**config.mk**
```make
export PLATFORM = sky130hd
export DESIGN_NAME = result_scoreboard
export DESIGN_NICKNAME = d
export VERILOG_FILES = /design/src/rtl/rsb_pkg.sv /design/src/rtl/rsb_fifo.sv /design/src/rtl/result_scoreboard.sv
export SDC_FILE = /design/constraint.sdc
export NUM_CORES = 1
export LEC_CHECK = 0
export ABC_CLOCK_PERIOD_IN_PS = 4700
export CAP_MARGIN = 20
export CORE_MARGIN = 2
export CORE_UTILIZATION = 45
export DETAILED_ROUTE_END_ITERATION = 8
export DONT_BUFFER_PORTS = 1
export GPL_TIMING_DRIVEN = 0
export PLACE_DENSITY = 0.6
export SETUP_SLACK_MARGIN = 0.15
export SYNTH_ARGS = -nofsm -noshare
export SYNTH_HDL_FRONTEND = slang
export SYNTH_SLANG_ARGS = --single-unit
```
**constraint.sdc**
```tcl
create_clock -name clk -period 4.7 [get_ports clk]
set_input_delay 1.41 -clock clk [delete_from_list [all_inputs] [get_ports clk]]
set_output_delay 1.41 -clock clk [all_outputs]
set_load 0.01 [all_outputs]
```
**src/rtl/rsb_pkg.sv**
```systemverilog
// Shared types and defaults for the result scoreboard.
//   rsb_state_t : scoreboard run state (IDLE, WARMUP, CHECK, DONE, HALT)
//   rsb_entry_t : FIFO entry layout {last, data} at the default data width
package rsb_pkg;

  localparam int unsigned RSB_DATA_W = 32;
  localparam int unsigned RSB_CNT_W  = 16;

  typedef enum logic [2:0] {
    ST_IDLE,
    ST_WARMUP,
    ST_CHECK,
    ST_DONE,
    ST_HALT
  } rsb_state_t;

  typedef struct packed {
    logic                  last;
    logic [RSB_DATA_W-1:0] data;
  } rsb_entry_t;

endpackage

```
**src/rtl/rsb_fifo.sv**
```systemverilog
// Synchronous FIFO for expected-value entries.
// Ports:
//   clk, reset          rising-edge clock, synchronous active-high reset
//   push, push_data     write request and entry; ignored when full
//   pop                 read request; ignored when empty
//   head                entry at the read pointer (valid when !empty)
//   full, empty, level  occupancy status
// Push and pop in the same cycle are both performed when legal.
module rsb_fifo #(
  parameter int unsigned WIDTH = 33,
  parameter int unsigned DEPTH = 32,
  localparam int unsigned AW = $clog2(DEPTH),
  localparam int unsigned LW = $clog2(DEPTH + 1)
) (
  input  logic             clk,
  input  logic             reset,
  input  logic             push,
  input  logic [WIDTH-1:0] push_data,
  input  logic             pop,
  output logic [WIDTH-1:0] head,
  output logic             full,
  output logic             empty,
  output logic [LW-1:0]    level
);

  logic [WIDTH-1:0] mem [DEPTH];
  logic [AW-1:0]    wr_ptr;
  logic [AW-1:0]    rd_ptr;
  logic             push_ok;
  logic             pop_ok;

  assign full    = (level == LW'(DEPTH));
  assign empty   = (level == '0);
  assign push_ok = push && !full;
  assign pop_ok  = pop && !empty;
  assign head    = mem[rd_ptr];

  always_ff @(posedge clk) begin
    if (push_ok) mem[wr_ptr] <= push_data;
  end

  // DEPTH is a power of two, so pointers wrap by natural overflow.
  always_ff @(posedge clk) begin
    if (reset) begin
      wr_ptr <= '0;
      rd_ptr <= '0;
      level  <= '0;
    end else begin
      if (push_ok) wr_ptr <= wr_ptr + AW'(1);
      if (pop_ok)  rd_ptr <= rd_ptr + AW'(1);
      case ({push_ok, pop_ok})
        2'b10:   level <= level + LW'(1);
        2'b01:   level <= level - LW'(1);
        default: level <= level;
      endcase
    end
  end

endmodule

```
**src/rtl/result_scoreboard.sv**
```systemverilog
// In-order scoreboard for the core's Result stream. Expected values are
// preloaded into a FIFO; each valid observed result in CHECK is compared
// against the FIFO head, pass/fail counts are kept and the first failure
// of a run is captured.
// Ports:
//   clk, reset                   clock, synchronous active-high reset
//   start                        begin a run (honoured in IDLE/DONE/HALT)
//   exp_valid/exp_data/exp_last  expected-value push, exp_ready = !full
//   obs_valid/obs_data           observed result
//   pass_cnt/fail_cnt            saturating compare counters
//   first_err_idx/_exp/_obs      first failure of the run
//   underflow                    sticky: observation with FIFO empty
//   level, busy, done            FIFO occupancy and run status
// Optional feature: define RSB_HALT_ON_MISMATCH_EN to stop the run in HALT
// on the first failure.
module result_scoreboard
  import rsb_pkg::*;
#(
  parameter int unsigned DATA_W = RSB_DATA_W,
  parameter int unsigned DEPTH  = 32,
  parameter int unsigned CNT_W  = RSB_CNT_W,
  parameter int unsigned WARMUP = 2
) (
  input  logic                       clk,
  input  logic                       reset,
  input  logic                       start,
  input  logic                       exp_valid,
  input  logic [DATA_W-1:0]          exp_data,
  input  logic                       exp_last,
  output logic                       exp_ready,
  input  logic                       obs_valid,
  input  logic [DATA_W-1:0]          obs_data,
  output logic [CNT_W-1:0]           pass_cnt,
  output logic [CNT_W-1:0]           fail_cnt,
  output logic [CNT_W-1:0]           first_err_idx,
  output logic [DATA_W-1:0]          first_err_exp,
  output logic [DATA_W-1:0]          first_err_obs,
  output logic                       underflow,
  output logic [$clog2(DEPTH+1)-1:0] level,
  output logic                       busy,
  output logic                       done
);

  localparam int unsigned WW = (WARMUP > 1) ? $clog2(WARMUP) : 1;

  typedef struct packed {
    logic              last;
    logic [DATA_W-1:0] data;
  } entry_t;

  rsb_state_t     state;
  logic [WW-1:0]  warm_cnt;
  logic [CNT_W-1:0] cmp_idx;
  logic           err_seen;
  entry_t         push_entry;
  entry_t         head;
  logic           full;
  logic           empty;
  logic           cmp_fire;
  logic           pop;
  logic           mismatch;

  assign push_entry = '{last: exp_last, data: exp_data};
  assign exp_ready  = !full;
  assign cmp_fire   = (state == ST_CHECK) && obs_valid;
  assign pop        = cmp_fire && !empty;
  assign mismatch   = cmp_fire && (empty || (head.data != obs_data));

  rsb_fifo #(
    .WIDTH (DATA_W + 1),
    .DEPTH (DEPTH)
  ) u_fifo (
    .clk       (clk),
    .reset     (reset),
    .push      (exp_valid),
    .push_data (push_entry),
    .pop       (pop),
    .head      (head),
    .full      (full),
    .empty     (empty),
    .level     (level)
  );

  always_ff @(posedge clk) begin
    if (reset) begin
      state         <= ST_IDLE;
      warm_cnt      <= '0;
      cmp_idx       <= '0;
      err_seen      <= 1'b0;
      pass_cnt      <= '0;
      fail_cnt      <= '0;
      first_err_idx <= '0;
      first_err_exp <= '0;
      first_err_obs <= '0;
      underflow     <= 1'b0;
      busy          <= 1'b0;
      done          <= 1'b0;
    end else begin
      case (state)
        ST_IDLE, ST_DONE, ST_HALT: begin
          if (start) begin
            warm_cnt      <= '0;
            cmp_idx       <= '0;
            err_seen      <= 1'b0;
            pass_cnt      <= '0;
            fail_cnt      <= '0;
            first_err_idx <= '0;
            first_err_exp <= '0;
            first_err_obs <= '0;
            underflow     <= 1'b0;
            busy          <= 1'b1;
            done          <= 1'b0;
            state         <= (WARMUP == 0) ? ST_CHECK : ST_WARMUP;
          end
        end
        ST_WARMUP: begin
          if (warm_cnt == WW'(WARMUP - 1)) state <= ST_CHECK;
          else                             warm_cnt <= warm_cnt + WW'(1);
        end
        ST_CHECK: begin
          if (obs_valid) begin
            if (cmp_idx != '1) cmp_idx <= cmp_idx + CNT_W'(1);
            if (!mismatch) begin
              if (pass_cnt != '1) pass_cnt <= pass_cnt + CNT_W'(1);
            end else begin
              if (fail_cnt != '1) fail_cnt <= fail_cnt + CNT_W'(1);
              if (empty) underflow <= 1'b1;
              if (!err_seen) begin
                err_seen      <= 1'b1;
                first_err_idx <= cmp_idx;
                first_err_exp <= empty ? '0 : head.data;
                first_err_obs <= obs_data;
              end
            end
`ifdef RSB_HALT_ON_MISMATCH_EN
            // A failure wins over a simultaneous last entry: the run halts.
            if (mismatch) begin
              state <= ST_HALT;
              busy  <= 1'b0;
              done  <= 1'b1;
            end else if (head.last) begin
              state <= ST_DONE;
              busy  <= 1'b0;
              done  <= 1'b1;
            end
`else
            if (!empty && head.last) begin
              state <= ST_DONE;
              busy  <= 1'b0;
              done  <= 1'b1;
            end
`endif
          end
        end
        default: begin
          state <= ST_IDLE;
          busy  <= 1'b0;
          done  <= 1'b0;
        end
      endcase
    end
  end

endmodule

```
# --- Word-level counts from Yosys, hierarchy flattened ---
# Memory sizes are Yosys's and may differ from the RTL's. A register that Yosys moved wholly into a read port is not among the register bits.
# Cells that the tools add are included.
totals:
  ramBits: 1056
  memories: 1
  register_bits: 152
  elab_cells: 124
  latchBits: 0
  output_inout_bits: 122
  input_bits: 70
  mem_bits_ro: 0
memory_table:
  columns: ["memory", "depth", "width", "read_ports", "rd_ports_with_merged_regs", "wr", "line_no", "text"]
  rows:
  - ["u_fifo.mem", 32, 33, 1, 1, 1, "rsb_fifo.sv:26", "logic [WIDTH-1:0] mem [DEPTH];"]
op_classes:
  n_bitwise: 1
  n_eq_ne: 22
  multipliers: 0
  n_addsub: 8
  n_div: 0
  n_lt_le_gt_ge: 0
  muxes: 53
  reduce_logical: 24
  n_shift: 0
op_table:
  columns: ["operator", "n"]
  rows:
  - ["$mux W32", 8]
  - ["$mux W16", 12]
  - ["$pmux W16 S2", 4]
  - ["$pmux W32 S2", 2]
  - ["$add A16 B1 Y16 const B", 3]
  - ["$ne A16 B16 Y1 const B", 3]
  - ["$ne A32 B32 Y1", 1]
  - ["$reduce_and A5 Y1", 4]
  - ["$reduce_and A4 Y1", 4]
  - ["$mux W1", 14]
  - ["$ne A2 B2 Y1 const B", 7]
  - ["$mux W3", 4]
  - ["$pmux W6 S2", 1]
  - ["$add A5 B1 Y5 const B", 2]
  - ["$mux W5", 2]
  - ["$pmux W3 S3", 1]
  - ["$ne A2 B1 Y1 const B", 4]
  - ["$add A6 B1 Y6 const B", 1]
  - ["$eq A3 B2 Y1 const B", 2]
  - ["$eq A6 B6 Y1 const B", 1]
  - ["$logic_and A1 B1 Y1", 6]
  - ["$logic_not A6 Y1", 1]
  - ["$pmux W1 S2", 3]
  - ["$pmux W1 S3", 2]
  - ["13 further kinds", 16]

# --- Longest topological paths before layout ---
# Gate-level depths: netlist of the first run.
logic_depth:
  word_depth: 6
  mapped_depth: 18
  mapped_depth_nobuf: 15

# --- Modules after synthesis ---
# From an unflattened synthesis of the first run, not the netlist that was laid out.
unflattened:
  cells_unflattened: 2911
  hier_area_um2: 48246.3
modules_own_cells:
  columns: ["mod", "cells_per_inst", "instances", "seq_area_each_um2", "area_per_inst_um2"]
  rows:
  - ["rsb_fifo", 2112, 1, 32130.8, 41573.6]
  - ["result_scoreboard", 799, 1, 2702.6, 6672.6]

# --- Least setup slack after synthesis of the first run ---
# No wires, ideal clock.
synth_path:
  path_kind: "input to register"
  startpoint: "input port exp_valid"
  endpoint: "memory u_fifo.mem[15][0], enable pin"
  setup_time_ps: 425
  arrival_ps: 3495
  path_buffers: 1
  setup_slack_ps: 780
  path_stages: 4
  path_cell_list: "and2_1 > clkbuf_1 > nand2_1 > nor2_1"
synth_between:
  elab_chain_len: 3
synth_lines:
  columns: ["item", "line_no", "text"]
  rows:
  - ["from (decl)", "result_scoreboard.sv:27", "input logic exp_valid,"]
  - ["$logic_and A1 B1 Y1", "rsb_fifo.sv:34", "assign push_ok = push && !full;"]
  - ["$mux W1", "rsb_fifo.sv:39", "if (push_ok) mem[wr_ptr] <= push_data;"]
  - ["$mux W1 (not written as such)", "rsb_fifo.sv:39", null]
  - ["to (decl)", "rsb_fifo.sv:26", null]
# Every way passes these cells.

==> flow_summary_export.csv, run 1 <==
group,metric,value,unit
clock_network,numCtsBuffers,121,
placement,dp_hpwl,100000,um
clock_network,clock_sinks,1212,
critical_path,endpoint_kind,"register",
floorplanning,core_area,107000,um^2
timing,setup_slack,267,ps
clock_network,cts_hold_buf,0,
worst_hold_path,holdCritPathClass,"reg2reg",
yosys,ys_types,64,
final_layout,finalNonFillerCells,4543,
timing,finalHoldViolations,0,
timing,period_share,0.943,
yosys,postSynthRegisterBits,1212,
floorplanning,ioPinCount,192,
timing,setup_viol,0,
pwr,power_switching,5.40,mW
clock_network,clkTransAtPathRegs,60,ps
route,vias,28300,
pwr,p_comb_frac,0.076,
timing,rsz0062_at_grt,"no",
pwr,seq_power_share,0.516,
route,vias_per_cell,6.24,
pwr,vdd.ir_drop.worst,308,uV
clock_network,clkLatencyLatePin,700,ps
route,wl_per_cell,32.4,um
global_route,grt_max_degree,33,
yosys,synth_flop_cell,"edfxtp_1",
yosys,syn_area_per_cell,17.0,um^2
flow_run,cap_violations,0,
timing,tightestPinTransition,1120,ps
floorplanning,start_util,0.452,
global_route,grt-ovfl-total,0,
timing,finalMaxSlewViolations,0,
placement,place_congestion,0.909,
timing,fin_crit,4430,ps
final_layout,final_cell_mix,"1056 x edfxtp_1, 250 x mux2i_1, 171 x mux4_2",
clock_network,cts_max_level,3,
global_route,grt_usage,0.264,
route,wl,147000,um
timing,slew_headroom,0.251,
placement,place_inst,4305,
final_layout,final_nets,3126,
outcome,status,"finished, final reports clean",
critical_path,cp_max_fo,10,
yosys,synth-simple-area-share,0.0499,
yosys,muxShareOfSynthArea,0.134,
final_layout,stdcell_area,56200,um^2
pwr,p_leak,17.1,nW
global_route,antenna_found_initial,3,
clock_network,cts_max_path_buffers,3,
placement,port_buffers,0,
yosys,synth_compound_area_frac,0.0597,
floorplanning,die_h,331,um
placement,dp_slack,-791,ps
timing,skew,22.8,ps
critical_path,required,5320,ps
clock_network,cts_tree,"built",
timing,timing.fmax,226,MHz
pwr,internal_power,17.6,mW
pwr,p_per_area,410,nW/um^2
final_layout,final_util,0.526,
yosys,synthAdderAreaFrac,0.00457,
final_layout,final_common_cell,"edfxtp_1",
floorplanning,die_w,331,um
route,drt_iter0_drc,3281,
timing,tns,0,ps
yosys,syn_area,48200,um^2
global_route,grt_pass1_vias,27700,
pwr,swShare,0.235,
clock_network,clock-root-buffer,"clkbuf_16",
route,drc,0,
route,drtAntennaViolNets,0,
critical_path,start_kind,"register",
yosys,synthArstFlopShare,0,
yosys,ys_seq_area_frac,0.722,
critical_path,critPathKind,"reg2reg",
critical_path,critPathArrivalTime,5050,ps
yosys,ys_warn_count,0,
yosys,synth_top_family_by_area,"multiplexers",
pwr,clkPwrFrac,0.408,
route,firstDrtPassIters,6,
floorplanning,rows,120,
final_layout,drive_above_1_share,0.196,
yosys,syn_nets,2918,
yosys,synth-xor-area-share,0.00926,
placement,dpl_cell_area,51800,um^2
yosys,synth_edf_count,1056,
yosys,synthCells,2831,
global_route,grt_first_pass_wirelength,207000,um
final_layout,area_delta_synth_final,16.5,%
floorplanning,die-area,110000,um^2
[repair_timing]
action                                  in CTS  in global routing
endpoints found under the setup margin     118                 89
pin swaps                                    4                  6
setup buffers                               12                  2
resized for setup                           88                 50
[path summary, 6_finish.rpt]
path	start	endpoint	slack, ps	depth (start not counted)
hold / removal	cmp_idx[9]	first_err_idx[9]	500	2
hold reg to reg	cmp_idx[9]	first_err_idx[9]	500	2
setup / recovery	register	first_err_idx[15]	270	17
setup reg to reg	register	first_err_idx[15]	270	17
[worst max-delay path, cell delays in order (launching register included)]
cell and delay [ps]:
dfxtp_1 340, buf_6 180, buf_4 260, buf_4 290, buf_4 340, mux2i_1 120
a22oi_1 170, a21oi_1 120, nor4_1 330, buf_2 260, xor2_1 230, nor3_1 90
and4_1 230, a31oi_1 290, clkbuf_2 330, buf_2 330, nand3_1 230, a21oi_1 200
[cell usage after synthesis (all sizes together) (9+ instances only)]
cell type / count / area [um^2]
or3: 21 / 131
or4: 22 / 165
a22oi: 102 / 766
and2: 12 / 75.1
dfxtp: 156 / 3120
edfxtp: 1056 / 31700
xnor2: 15 / 131
inv: 21 / 78.8
o211ai: 89 / 668
nand3: 95 / 475
nor3: 9 / 45.0
a32oi: 10 / 87.6
clkbuf: 82 / 308
nand2: 104 / 390
nor4: 13 / 109
o21ai: 32 / 160
mux4: 171 / 3850
xor2: 36 / 315
mux2i: 257 / 2570
nor2b: 9 / 56.3
a21oi: 147 / 736
nand4: 35 / 219
buf: 102 / 616
and3: 16 / 100
nor2: 107 / 402
ha: 16 / 200
a31oi: 22 / 138
[power by group through the flow]
stage	registers [mW]	clock network, mW	logic [mW]
6_report	11.9	9.40	1.76
2_1_floorplan	12.1	0	1.03
3_5_place_dp	12.1	0	1.66
5_1_grt	11.9	9.89	1.87
3_3_place_gp	12.1	0	1.57
4_1_cts	11.9	9.52	1.71
[metrics by stage]
| stage | hold WS [ps] | total power [mW] |
|---|---|---|
| floorplan | 458 | 13.1 |
| global placement | 481 | 13.7 |
| detailed placement | 490 | 13.8 |
| CTS | 502 | 23.1 |
| global route | 526 | 23.6 |
| finish | 499 | 23.0 |
[area by class of cell]
cell class / instances / area [um^2]
Clock buffer: 160 / 3300
Buffer: 184 / 1140
Timing Repair Buffer: 85 / 1670
Multi-Input combinational cell: 1413 / 12900
Sequential cell: 1212 / 34800
Clock inverter: 61 / 536
Tap cell: 1403 / 1760
Inverter: 22 / 83.8
Fill cell: 8393 / 50600
Antenna cell: 3 / 7.51
[state kept, by name, indices dropped and copies added, names as in the netlist, named ones only]
signal	flops
busy	1
cmp_idx	16
done	1
err_seen	1
fail_cnt	16
first_err_exp	32
first_err_idx	16
first_err_obs	32
pass_cnt	16
state	2
u_fifo.level	6
u_fifo.mem	1056
u_fifo.rd_ptr	5
u_fifo.wr_ptr	5
underflow	1
warm_cnt	1
[kinds of logic after synthesis]
kind of cell | after synthesis
AOI/OAI and AO/OA | 440
xor gates and xnor gates | 51
adders and majority gates | 17
buffers and inverters | 206
DFF | 1212
muxes | 430
and+or+nand+nor | 475
[metal layers]
metal / GRT usage / share of wire
met1: 0.339 / 0.38
met4: 0.0899 / 0.035
met2: 0.444 / 0.49
met3: 0.0611 / 0.092
met5: 0 / 0.00012
(Power assumes the default switching activity.)
==> run 2: changes to the inputs <==
--- a/config.mk
+++ b/config.mk
@@ -7,12 +7,15 @@
 export LEC_CHECK = 0
 export ABC_CLOCK_PERIOD_IN_PS = 4700
 export CAP_MARGIN = 20
+export CELL_PAD_IN_SITES_DETAIL_PLACEMENT = 0
+export CELL_PAD_IN_SITES_GLOBAL_PLACEMENT = 1
+export CORE_ASPECT_RATIO = 0.8
 export CORE_MARGIN = 2
 export CORE_UTILIZATION = 45
 export DETAILED_ROUTE_END_ITERATION = 8
 export DONT_BUFFER_PORTS = 1
 export GPL_TIMING_DRIVEN = 0
-export PLACE_DENSITY = 0.6
+export PLACE_DENSITY = 0.67
 export SETUP_SLACK_MARGIN = 0.15
 export SYNTH_ARGS = -nofsm -noshare
 export SYNTH_HDL_FRONTEND = slang
==> run 2 against run 1 <==
Net effect:
- setup slack worse by 27 ps
- sequential power hardly changed
- first-iteration DRC count up 12%
- hold slack is essentially flat
- clock power is 0.5% lower
- utilization fell by 0.12 points
- global-route usage is 0.078 points lower
- critical endpoint is now first_err_obs[15]
- final area fell by 0.52%
- sequential cell count stayed put
- register-to-register slack got worse by 30 ps
==> flow_summary_export.csv, run 2 (synthesized netlist as in run 1, its figures left out) <==
group,metric,value,unit
critical_path,critPathArrivalTime,5100,ps
global_route,grt_first_pass_wirelength,204000,um
route,wl,146000,um
clock_network,clkTransAtPathRegs,60,ps
floorplanning,start_util,0.453,
final_layout,regMostFlops,"u_fifo.mem",
outcome,status,"finished, final reports clean",
critical_path,start_kind,"register",
placement,dp_hpwl,99100,um
final_layout,final_common_cell,"edfxtp_1",
worst_hold_path,holdCritPathClass,"reg2reg",
clock_network,cts_hold_buf,0,
timing,finalHoldViolations,0,
critical_path,cp_num_buf_inv,5,
final_layout,final_nets,3108,
floorplanning,rows,107,
critical_path,slowest_stage,"nor2_1",
final_layout,finalNonFillerCells,4540,
global_route,grt_max_degree,33,
floorplanning,core_area,106000,um^2
route,drt_iter0_drc,3665,
clock_network,clkLatencyLatePin,730,ps
clock_network,numCtsBuffers,117,
route,vias_per_cell,6.24,
timing,slew_headroom,0.244,
final_layout,drive_above_1_share,0.193,
critical_path,required,5340,ps
floorplanning,die-area,110000,um^2
critical_path,cp_max_fo,10,
critical_path,critPathKind,"reg2reg",
critical_path,path_cells,"buf_2 -> inv_2 -> nor2_1 -> o21ai_0 -> o21ai_1 -> o21a_1 -> o2111ai_1 -> nor4_4 -> a31o_1 -> buf_2 -> buf_6 -> buf_2 -> o211ai_1 -> a21oi_1",
route,drtAntennaViolNets,0,
clock_network,clock-root-buffer,"clkbuf_16",
pwr,p_leak,17.0,nW
critical_path,slowest_delay,650,ps
final_layout,final_cell_mix,"1056 x edfxtp_1, 250 x mux2i_1, 171 x mux4_2",
flow_run,cap_violations,0,
global_route,antenna_found_initial,2,
final_layout,final_util,0.525,
timing,timing.fmax,224,MHz
clock_network,cts_tree,"built",
final_layout,largest_registers,"u_fifo.mem: 1056 flops, first_err_exp: 32 flops, first_err_obs: 32 flops",
final_layout,filler_cell_count,8442,
final_layout,largest_reg_flops,1056,
global_route,grt-ovfl-total,0,
timing,tightestPinTransition,1130,ps
critical_path,crit_path_frequent_cell,"buf_2",
timing,period_share,0.949,
timing,skew,32.4,ps
floorplanning,die_h,297,um
critical_path,path_delay_family,"compound AO/OA/AOI/OAI gates",
pwr,vdd.ir_drop.worst,310,uV
placement,place_congestion,0.893,
critical_path,endpoint_kind,"register",
route,vias,28300,
timing,setup_viol,0,
floorplanning,die_w,370,um
clock_network,clock_sinks,1212,
timing,fin_crit,4460,ps
final_layout,area_delta_synth_final,15.9,%
timing,rsz0062_at_grt,"no",
route,wl_per_cell,32.2,um
clock_network,cts_max_level,3,
clock_network,cts_max_path_buffers,3,
global_route,grt_usage,0.264,
timing,finalMaxSlewViolations,0,
placement,port_buffers,0,
route,drc,0,
floorplanning,ioPinCount,192,
final_layout,diodes,0,
global_route,grt_pass1_vias,27300,
placement,place_inst,4314,
route,firstDrtPassIters,8,
pwr,p_per_area,412,nW/um^2
-- run 2: changes by cell type in the layout (fill, tap and decap cells not counted), sizes merged --
cell,previous run,this run
clkinv,47,56
clkbuf,249,245
diode,3,0
clkdlybuf4s15,0,2
buf,180,157
bufinv,9,11
-- run 2: metrics by stage --
step                power [mW]   TNS, ps  instance area [um^2]  hold WS, ps  setup slack, ps
floorplan                 13.1         0                 48200          458              780
global placement          13.7  -2414970                 50000          482            -2450
detailed placement        13.8   -107070                 51600          494            -1110
CTS                       23.1         0                 55700          503              153
global route              23.6         0                 55900          529              130
finish                    23.0         0                 55900          499              240
-- run 2: worst min-delay path: stages, from the launching register on --
cell and delay, ps:
dfxtp_1 330, nand3_1 70, a21oi_1 50
-- run 2: final timing paths --
path | start | endpoint | depth (start not counted) | slack, ps
worst max-delay path | register | first_err_obs[15] | 14 | 240
worst min-delay path | cmp_idx[13] | first_err_idx[13] | 2 | 500
worst max register to register | register | first_err_obs[15] | 14 | 240
worst min register to register | cmp_idx[13] | first_err_idx[13] | 2 | 500
-- run 2: power by group --
part / internal [mW] / switching, mW
clock network: 5.31 / 4.04
logic: 0.435 / 1.34
registers: 11.8 / 0.0824
total: 17.5 / 5.47
-- run 2: repair_timing --
| action | in CTS | in global routing |
|---|---|---|
| setup buffers | 3 | 2 |
| pin swaps | 4 | 3 |
| gates resized for setup | 87 | 55 |
| setup endpoints to repair | 118 | 91 |
| hold endpoints to repair | 0 | 0 |
-- run 2: cell type report --
type                       instances  area [um^2]  area share
buffer                           184         1130      0.0203
clock buffer                     149         3140      0.0562
clock inverter                    72          646      0.0115
inverter                          22         83.8     0.00150
multi-input combinational       1413        12900       0.230
sequential                      1212        34800       0.623
tap                             1417         1770      0.0317
timing repair buffer              71         1410      0.0252
-- run 2: metal layers --
| layer | vias to the layer above | global-route usage | part of all wire |
|---|---|---|---|
| met5 | - | 0 | 0 |
| met2 | 1424 | 0.409 | 0.47 |
| met3 | 203 | 0.0590 | 0.092 |
| met4 | 0 | 0.0628 | 0.022 |
| met1 | 14900 | 0.380 | 0.42 |
| li1 | 11800 | - | - |
